[src/rtl/accum_array.sv]
// accum_array: per-output-channel reduction of multiplier-array products.
// Stage 1 sums Pin*Kh*Kw sign-extended products per channel into a register.
// Stage 2 accumulates those sums over num_in_group input-channel groups,
// adds the channel bias on the first group, and emits one result per pixel.
// Optional feature macro: ACCUM_SATURATE_EN (saturate instead of wrap on output).
module accum_array #(
  parameter int Kh        = 3,
  parameter int Kw        = 3,
  parameter int Pin       = 2,
  parameter int Pout      = 1,
  parameter int BIT_WIDTH = 8,
  parameter int ACC_WIDTH = 24,
  parameter int GRP_WIDTH = 8
) (
  input  logic                        clk,
  input  logic                        rst,
  input  logic                        accum_en,
  input  logic [Pout*Pin*Kh*Kw*BIT_WIDTH-1:0] mult_array_data,
  input  logic [Pout*BIT_WIDTH-1:0]   bias_in,
  input  logic [GRP_WIDTH-1:0]        num_in_group,
  input  logic                        accum_clr,
  output logic                        accum_valid,
  output logic [Pout*BIT_WIDTH-1:0]   accum_data
);

  localparam int NPROD = Pin * Kh * Kw;

  typedef enum logic {
    IDLE,
    ACCUM
  } state_t;

  state_t                       state, state_next;
  logic                         tree_valid;
  logic signed [ACC_WIDTH-1:0]  tree_comb [Pout];
  logic signed [ACC_WIDTH-1:0]  tree_sum  [Pout];
  logic signed [ACC_WIDTH-1:0]  acc       [Pout];
  logic signed [ACC_WIDTH-1:0]  acc_next  [Pout];
  logic [BIT_WIDTH-1:0]         conv_out  [Pout];
  logic [GRP_WIDTH-1:0]         grp_cnt, grp_cnt_next;
  logic [GRP_WIDTH-1:0]         grp_n, grp_n_next;
  logic [GRP_WIDTH-1:0]         n_eff;
  logic                         fire;

  // Full-precision sum of each channel's sign-extended products.
  always_comb begin
    for (int i = 0; i < Pout; i++) begin
      tree_comb[i] = '0;
      for (int p = 0; p < NPROD; p++) begin
        tree_comb[i] = tree_comb[i]
          + ACC_WIDTH'($signed(mult_array_data[(i*NPROD+p)*BIT_WIDTH +: BIT_WIDTH]));
      end
    end
  end

  // Stage 1 register: capture tree sums; a clear discards a simultaneous product vector.
  always_ff @(posedge clk) begin
    if (rst || accum_clr) begin
      tree_valid <= 1'b0;
    end else begin
      tree_valid <= accum_en;
    end
    // NOTE: tree_sum is pure datapath qualified by tree_valid, so it carries no reset.
    if (accum_en) begin
      for (int i = 0; i < Pout; i++) tree_sum[i] <= tree_comb[i];
    end
  end

  assign n_eff = (num_in_group == '0) ? GRP_WIDTH'(1) : num_in_group;

  // Next-state logic: group counting, accumulation and the output-fire decision.
  always_comb begin
    // NOTE: every output gets a default first so no path leaves a latch behind.
    state_next   = state;
    grp_cnt_next = grp_cnt;
    grp_n_next   = grp_n;
    fire         = 1'b0;
    for (int i = 0; i < Pout; i++) acc_next[i] = acc[i];

    if (tree_valid) begin
      unique case (state)
        IDLE: begin
          for (int i = 0; i < Pout; i++) begin
            acc_next[i] = ACC_WIDTH'($signed(bias_in[i*BIT_WIDTH +: BIT_WIDTH])) + tree_sum[i];
          end
          grp_n_next = n_eff;
          if (n_eff == GRP_WIDTH'(1)) begin
            fire = 1'b1;
          end else begin
            grp_cnt_next = GRP_WIDTH'(1);
            state_next   = ACCUM;
          end
        end
        ACCUM: begin
          for (int i = 0; i < Pout; i++) acc_next[i] = acc[i] + tree_sum[i];
          if (grp_cnt == grp_n - GRP_WIDTH'(1)) begin
            fire         = 1'b1;
            grp_cnt_next = '0;
            state_next   = IDLE;
          end else begin
            grp_cnt_next = grp_cnt + GRP_WIDTH'(1);
          end
        end
        default: state_next = IDLE;
      endcase
    end
  end

  // Conversion of the wide accumulator to the output width.
  always_comb begin
    for (int i = 0; i < Pout; i++) begin
`ifdef ACCUM_SATURATE_EN
      if (acc_next[i] > ACC_WIDTH'((1 << (BIT_WIDTH-1)) - 1)) begin
        conv_out[i] = {1'b0, {(BIT_WIDTH-1){1'b1}}};
      end else if (acc_next[i] < -ACC_WIDTH'(1 << (BIT_WIDTH-1))) begin
        conv_out[i] = {1'b1, {(BIT_WIDTH-1){1'b0}}};
      end else begin
        conv_out[i] = acc_next[i][BIT_WIDTH-1:0];
      end
`else
      conv_out[i] = acc_next[i][BIT_WIDTH-1:0];
`endif
    end
  end

  // Stage 2 registers: FSM state, counters, accumulators and the output port.
  always_ff @(posedge clk) begin
    // NOTE: sequential state uses non-blocking assignments so all registers update together.
    if (rst) begin
      state       <= IDLE;
      grp_cnt     <= '0;
      grp_n       <= '0;
      accum_valid <= 1'b0;
      accum_data  <= '0;
      for (int i = 0; i < Pout; i++) acc[i] <= '0;
    end else if (accum_clr) begin
      state       <= IDLE;
      grp_cnt     <= '0;
      accum_valid <= 1'b0;
      for (int i = 0; i < Pout; i++) acc[i] <= '0;
    end else begin
      state       <= state_next;
      grp_cnt     <= grp_cnt_next;
      grp_n       <= grp_n_next;
      accum_valid <= fire;
      for (int i = 0; i < Pout; i++) acc[i] <= acc_next[i];
      if (fire) begin
        for (int i = 0; i < Pout; i++) accum_data[i*BIT_WIDTH +: BIT_WIDTH] <= conv_out[i];
      end
    end
  end

endmodule

[config.mk]
export PLATFORM = sky130hd
export DESIGN_NAME = accum_array
export DESIGN_NICKNAME = d
export VERILOG_FILES = /design/src/rtl/accum_array.sv
export SDC_FILE = /design/constraint.sdc
export NUM_CORES = 1
export LEC_CHECK = 0
export CAP_MARGIN = 15
export CORE_UTILIZATION = 48
export DETAILED_ROUTE_END_ITERATION = 12
export GPL_TIMING_DRIVEN = 0
export PLACE_DENSITY = 0.83
export RECOVER_POWER = 50
export SYNTH_ARGS = -nofsm -noshare
export SYNTH_HDL_FRONTEND = slang
export SYNTH_SLANG_ARGS = --single-unit
[constraint.sdc]
create_clock -name clk -period 6.95 [get_ports clk]
set_input_delay 1.39 -clock clk [delete_from_list [all_inputs] [get_ports clk]]
set_output_delay 1.39 -clock clk [all_outputs]
set_load 0.05 [all_outputs]
; Word level (Yosys, flattened, before mapping)
; Memory sizes are Yosys's and may differ from the RTL's.
; Cells that the tools add are included.
[op_classes]
add_sub_neg = 21
n_reduce_logical = 8
mux = 27
n_bitwise = 2
eq_ne = 3
[op_table]
columns = cell, count
row1 = 24-bit 2-to-1 mux, 3
row2 = 24-bit one-hot mux with 2 select lines, 1
row3 = 24-bit OR reduction, 2
row4 = 23-bit by 8-bit adder with 24-bit output, 1
row5 = 24-bit adder, 1
row6 = 24-bit by 8-bit adder with 24-bit output, 1
row7 = 8-bit by 24-bit adder with 24-bit output, 1
row8 = 8-bit 2-to-1 mux, 3
row9 = 22-bit by 8-bit adder with 23-bit output, 1
row10 = 21-bit by 8-bit adder with 22-bit output, 1
row11 = 20-bit by 8-bit adder with 21-bit output, 1
row12 = 19-bit by 8-bit adder with 20-bit output, 1
row13 = 18-bit by 8-bit adder with 19-bit output, 1
row14 = 17-bit by 8-bit adder with 18-bit output, 1
row15 = 16-bit by 8-bit adder with 17-bit output, 1
row16 = 1-bit 2-to-1 mux, 17
row17 = 15-bit by 8-bit adder with 16-bit output, 1
row18 = 8-bit one-hot mux with 2 select lines, 1
row19 = 14-bit by 8-bit adder with 15-bit output, 1
row20 = 13-bit by 8-bit adder with 14-bit output, 1
row21 = 12-bit by 8-bit adder with 13-bit output, 1
row22 = 11-bit by 8-bit adder with 12-bit output, 1
row23 = 10-bit by 8-bit adder with 11-bit output, 1
row24 = 9-bit by 8-bit adder with 10-bit output, 1
row25 = other kinds (13), 16
[word_totals]
mem_count = 2
ff_bits = 27
out_inout_bits = 9
ramBits = 48
word_cells = 69
inputBits = 164
[memory_table]
columns = name, words, word_bits, read_ports, rd_ports_with_merged_regs, wr, line_no
row1 = acc, 1, 24, 1, 0, 1, 37  ; logic signed [ACC_WIDTH-1:0] acc [Pout];
row2 = tree_sum, 1, 24, 1, 0, 1, 36  ; logic signed [ACC_WIDTH-1:0] tree_sum [Pout];

; Depth between registers and ports, before layout
[depth]
word_depth = 17
depth_mapped = 19
depth_no_buf = 19

; Worst setup path before layout
; No wires, ideal clock.
[synth_timing]
path_kind = input port to flip-flop
from = in mult_array_data[3]
to = mem tree_sum[0][7], data pin
setup_time_ns = 0.260
required_ns = 6.690
path_slack_ns = 0.881
path_buffers = 0
cell_stages = 17
t_arrival_ns = 5.809
cell_sequence = inv_1 fa_1 inv_1 fa_1 fa_1 fa_1 fa_1 inv_1 fa_1 inv_1 ha_1 a21o_1 a21oi_1 o21bai_1 a21oi_1 xnor2_1 xnor2_1
[synth_lines]
columns = element, line_no
row1 = from (decl), 18  ; input logic [Pout*Pin*Kh*Kw*BIT_WIDTH-1:0] mult_array_data,
row2 = to (decl), 36

==> metrics.txt <==
status complete, no violations; Required @ worst endpoint 7.00 ns; GRT Overall Usage 22.5%; DRT Wirelength 12000 um; Sink Count 43; Syn Inst Count 536; 1st-iter DRT viols 197; FF-to-FF Start state; Post-synth ARST share 0%; #FFs+latches synth 43; Final HPWL DP 10900 um; Site Rows 38; # Post-CTS Setup Buffers 0; worst slew pin tran 0.604 ns; Setup Crit Path Kind primary input to flip-flop; Data arrival, critical path 6.53 ns; grt met2 use 45.4%; drc violations 0; M1 GR Usage 23.7%; cell mode on critical path fa_1; multiplexer share of the synthesized area 3.49%; critical path's slowest cell fa_1; worst clock skew 0.00632 ns; Fin Setup TNS 0 ns; unrepaired setup endpoints after global routing no; max_slew headroom 58.7%; H-tree Lvls 2; Worst Path Max Fanout 2; Maximum Capacitance Violations 0; Clock Path Buffers 2; Resized cells post-CTS 0; Netlist Area Pre-Place 5370 sq um; Placer Congestion 0.866; HP Class flip-flop to flip-flop; number of global-route vias before repair 4835; max incr delay on CP 0.60 ns; area of the core 10900 sq um; die area 11600 sq um; largest family of logic cells by synthesized area adder cells; clock root cell clkbuf_8; total gr overflow 0; Routed WL per cell 13.9 um; 1st-pass router iterations 4; Synth Area in Adders 42.4%; Vias 4242; Initial Utilization 49.3%; Reg2Reg Depth 11; Avg Synthesized Cell Area 10.0 sq um; total power 3.16 mW; post-route ant nets 0; Peak VDD IR 0.667 mV; CP cell instances clkdlybuf4s50_1, inv_1, fa_1, inv_1, fa_1, fa_1, fa_1, fa_1, inv_1, fa_1, inv_1, ha_1, a21o_1, a21oi_1, o21bai_1, a21oi_1, xnor2_1, xnor2_1; Top Ports 173; final hold vios 0; CP endpoint kind flip-flop; simple logic cell fraction of the synthesized area 8.38%; Antenna Diode Count 0; Hold Path Depth 1; port bufs 172; Netlist cell types 49; Max Freq 0.154 GHz; # fillers 828; hold path start accum_data[3]; Reg clk slew, reported paths 0.08 ns; nets 1008; Via density 4.92; Startpoint Class primary input; Critical Path Start mult_array_data[3]; Compound-Gate Fraction of Synth Area 6.80%; Setup-failing EPs final 0; static leakage 3.35 nW; total CTS buffers 5; Global Route met3 Usage 3.39%; Post-Synth XOR/XNOR Area 8.64%; post-route minimum period 6.49 ns; CTS tree done; pin count of the biggest net entering global routing 13; Pins Over Slew Limit 0; period utilisation layout 93.3%; Post-synth EDFFs 16; Synth-to-Final Area Change 37.5%; layout cells sized above 1 2.77%; antenna violations before repair 0; first-pass GRT wire length 20400 um; Die Span X 108 um; Power Dens Cells 428 nW/um^2; Die Y 108 um; Seq/Total Area, Yosys 19.0%; Post-CTS Hold Fix Bufs 0; GR peak layer met2; Synth Flop Type dfxtp_1; worst-skew pair later-pin latency 0.29 ns; Yosys warnings 0
[metal layers]
layer	up-vias	wire length (um)	part of all wire, %
met3	31	719	6.0
met5	-	0	0
li1	2016	-	-
met2	153	6740	56
met1	2042	4210	35
met4	0	311	2.6
[per-stage QoR]
step           instances  area [sq um]  hold WS (ns)  utilization [%]  worst slack, ns
6_report             863          7390         0.477             67.8            0.462
3_3_place_gp         855          7300         0.463             67.0            0.198
3_5_place_dp         855          7300         0.467             67.0            0.124
2_1_floorplan        543          5400         0.481                -            0.881
4_1_cts              863          7390         0.485             67.8            0.444
5_1_grt              863          7390         0.502             67.8            0.236
[area by class of cell]
| cell class | instances | area, sq um | area share (%) |
|---|---|---|---|
| timing repair buffer | 172 | 1720 | 23.3 |
| inverter | 151 | 567 | 7.67 |
| tap | 140 | 175 | 2.37 |
| multi-input combinational | 340 | 3770 | 51.1 |
| clock buffer | 7 | 86.3 | 1.17 |
| sequential | 43 | 1020 | 13.8 |
| clock inverter | 1 | 3.75 | 0.0508 |
| buffer | 9 | 36.3 | 0.491 |
[final timing paths]
path / slack, ns / to
setup / recovery: 0.46 / tree_sum[0][7]
hold reg to reg: 0.48 / accum_data[3]
hold / removal: 0.48 / accum_data[3]
setup reg to reg: 3.54 / acc[0][7]
[power breakdown]
part | switching, mW | internal (mW)
clock | 0.0853 | 0.0798
sequential | 0.0151 | 0.448
combinational | 1.29 | 1.24
total | 1.39 | 1.77
[logic make-up after synthesis]
logic type / after synthesis
adder cells (fa/ha/maj): 122
AND/OR/NAND/NOR: 85
flip-flops: 43
multiplexers: 18
other: 1
buffers and inverters: 160
AO/OA/AOI/OAI: 54
XOR/XNOR: 53
[cell usage after synthesis, types with 5 or more instances]
master / instances / area [sq um]
and3_1: 5 / 31.3
o31ai_1: 5 / 37.5
nor2_1: 29 / 109
xor2_1: 12 / 105
xnor2_1: 41 / 359
nand2_1: 7 / 26.3
mux2i_1: 12 / 120
edfxtp_1: 16 / 480
nor3_1: 11 / 55.1
o21a_1: 6 / 45.0
nor2b_1: 5 / 31.3
mux2_2: 6 / 67.6
o21ai_0: 6 / 30.0
nand3_1: 5 / 25.0
inv_1: 151 / 567
clkbuf_1: 5 / 18.8
fa_1: 100 / 2000
dfxtp_1: 27 / 541
a21oi_1: 17 / 85.1
ha_1: 22 / 275
nand4_1: 6 / 37.5
[flip-flops by register name (all words and copies together) (netlist names)]
signal	count
grp_n	8
state	1
grp_cnt	8
accum_data	8
tree_valid	1
acc	8
tree_sum	8
accum_valid	1
[placed cells by master, fill, tap and decap left out, types with 12 or more instances in the layout]
| cell | count |
|---|---|
| dlygate4sd3_1 | 13 |
| xnor2_1 | 41 |
| dfxtp_1 | 27 |
| mux2i_1 | 12 |
| clkdlybuf4s50_1 | 159 |
| nor2_1 | 29 |
| a21oi_1 | 17 |
| ha_1 | 22 |
| edfxtp_1 | 16 |
| fa_1 | 100 |
| xor2_1 | 12 |
| inv_1 | 151 |
[worst max-delay path, delay by kind of cell]
kind / cells / cell delay [ns]
fa+ha+maj: 7 / 3.51
compound gates: 4 / 0.71
buf+inv: 5 / 0.68
xor+xnor: 2 / 0.25
Note: power is estimated with default switching activity, not from simulation.
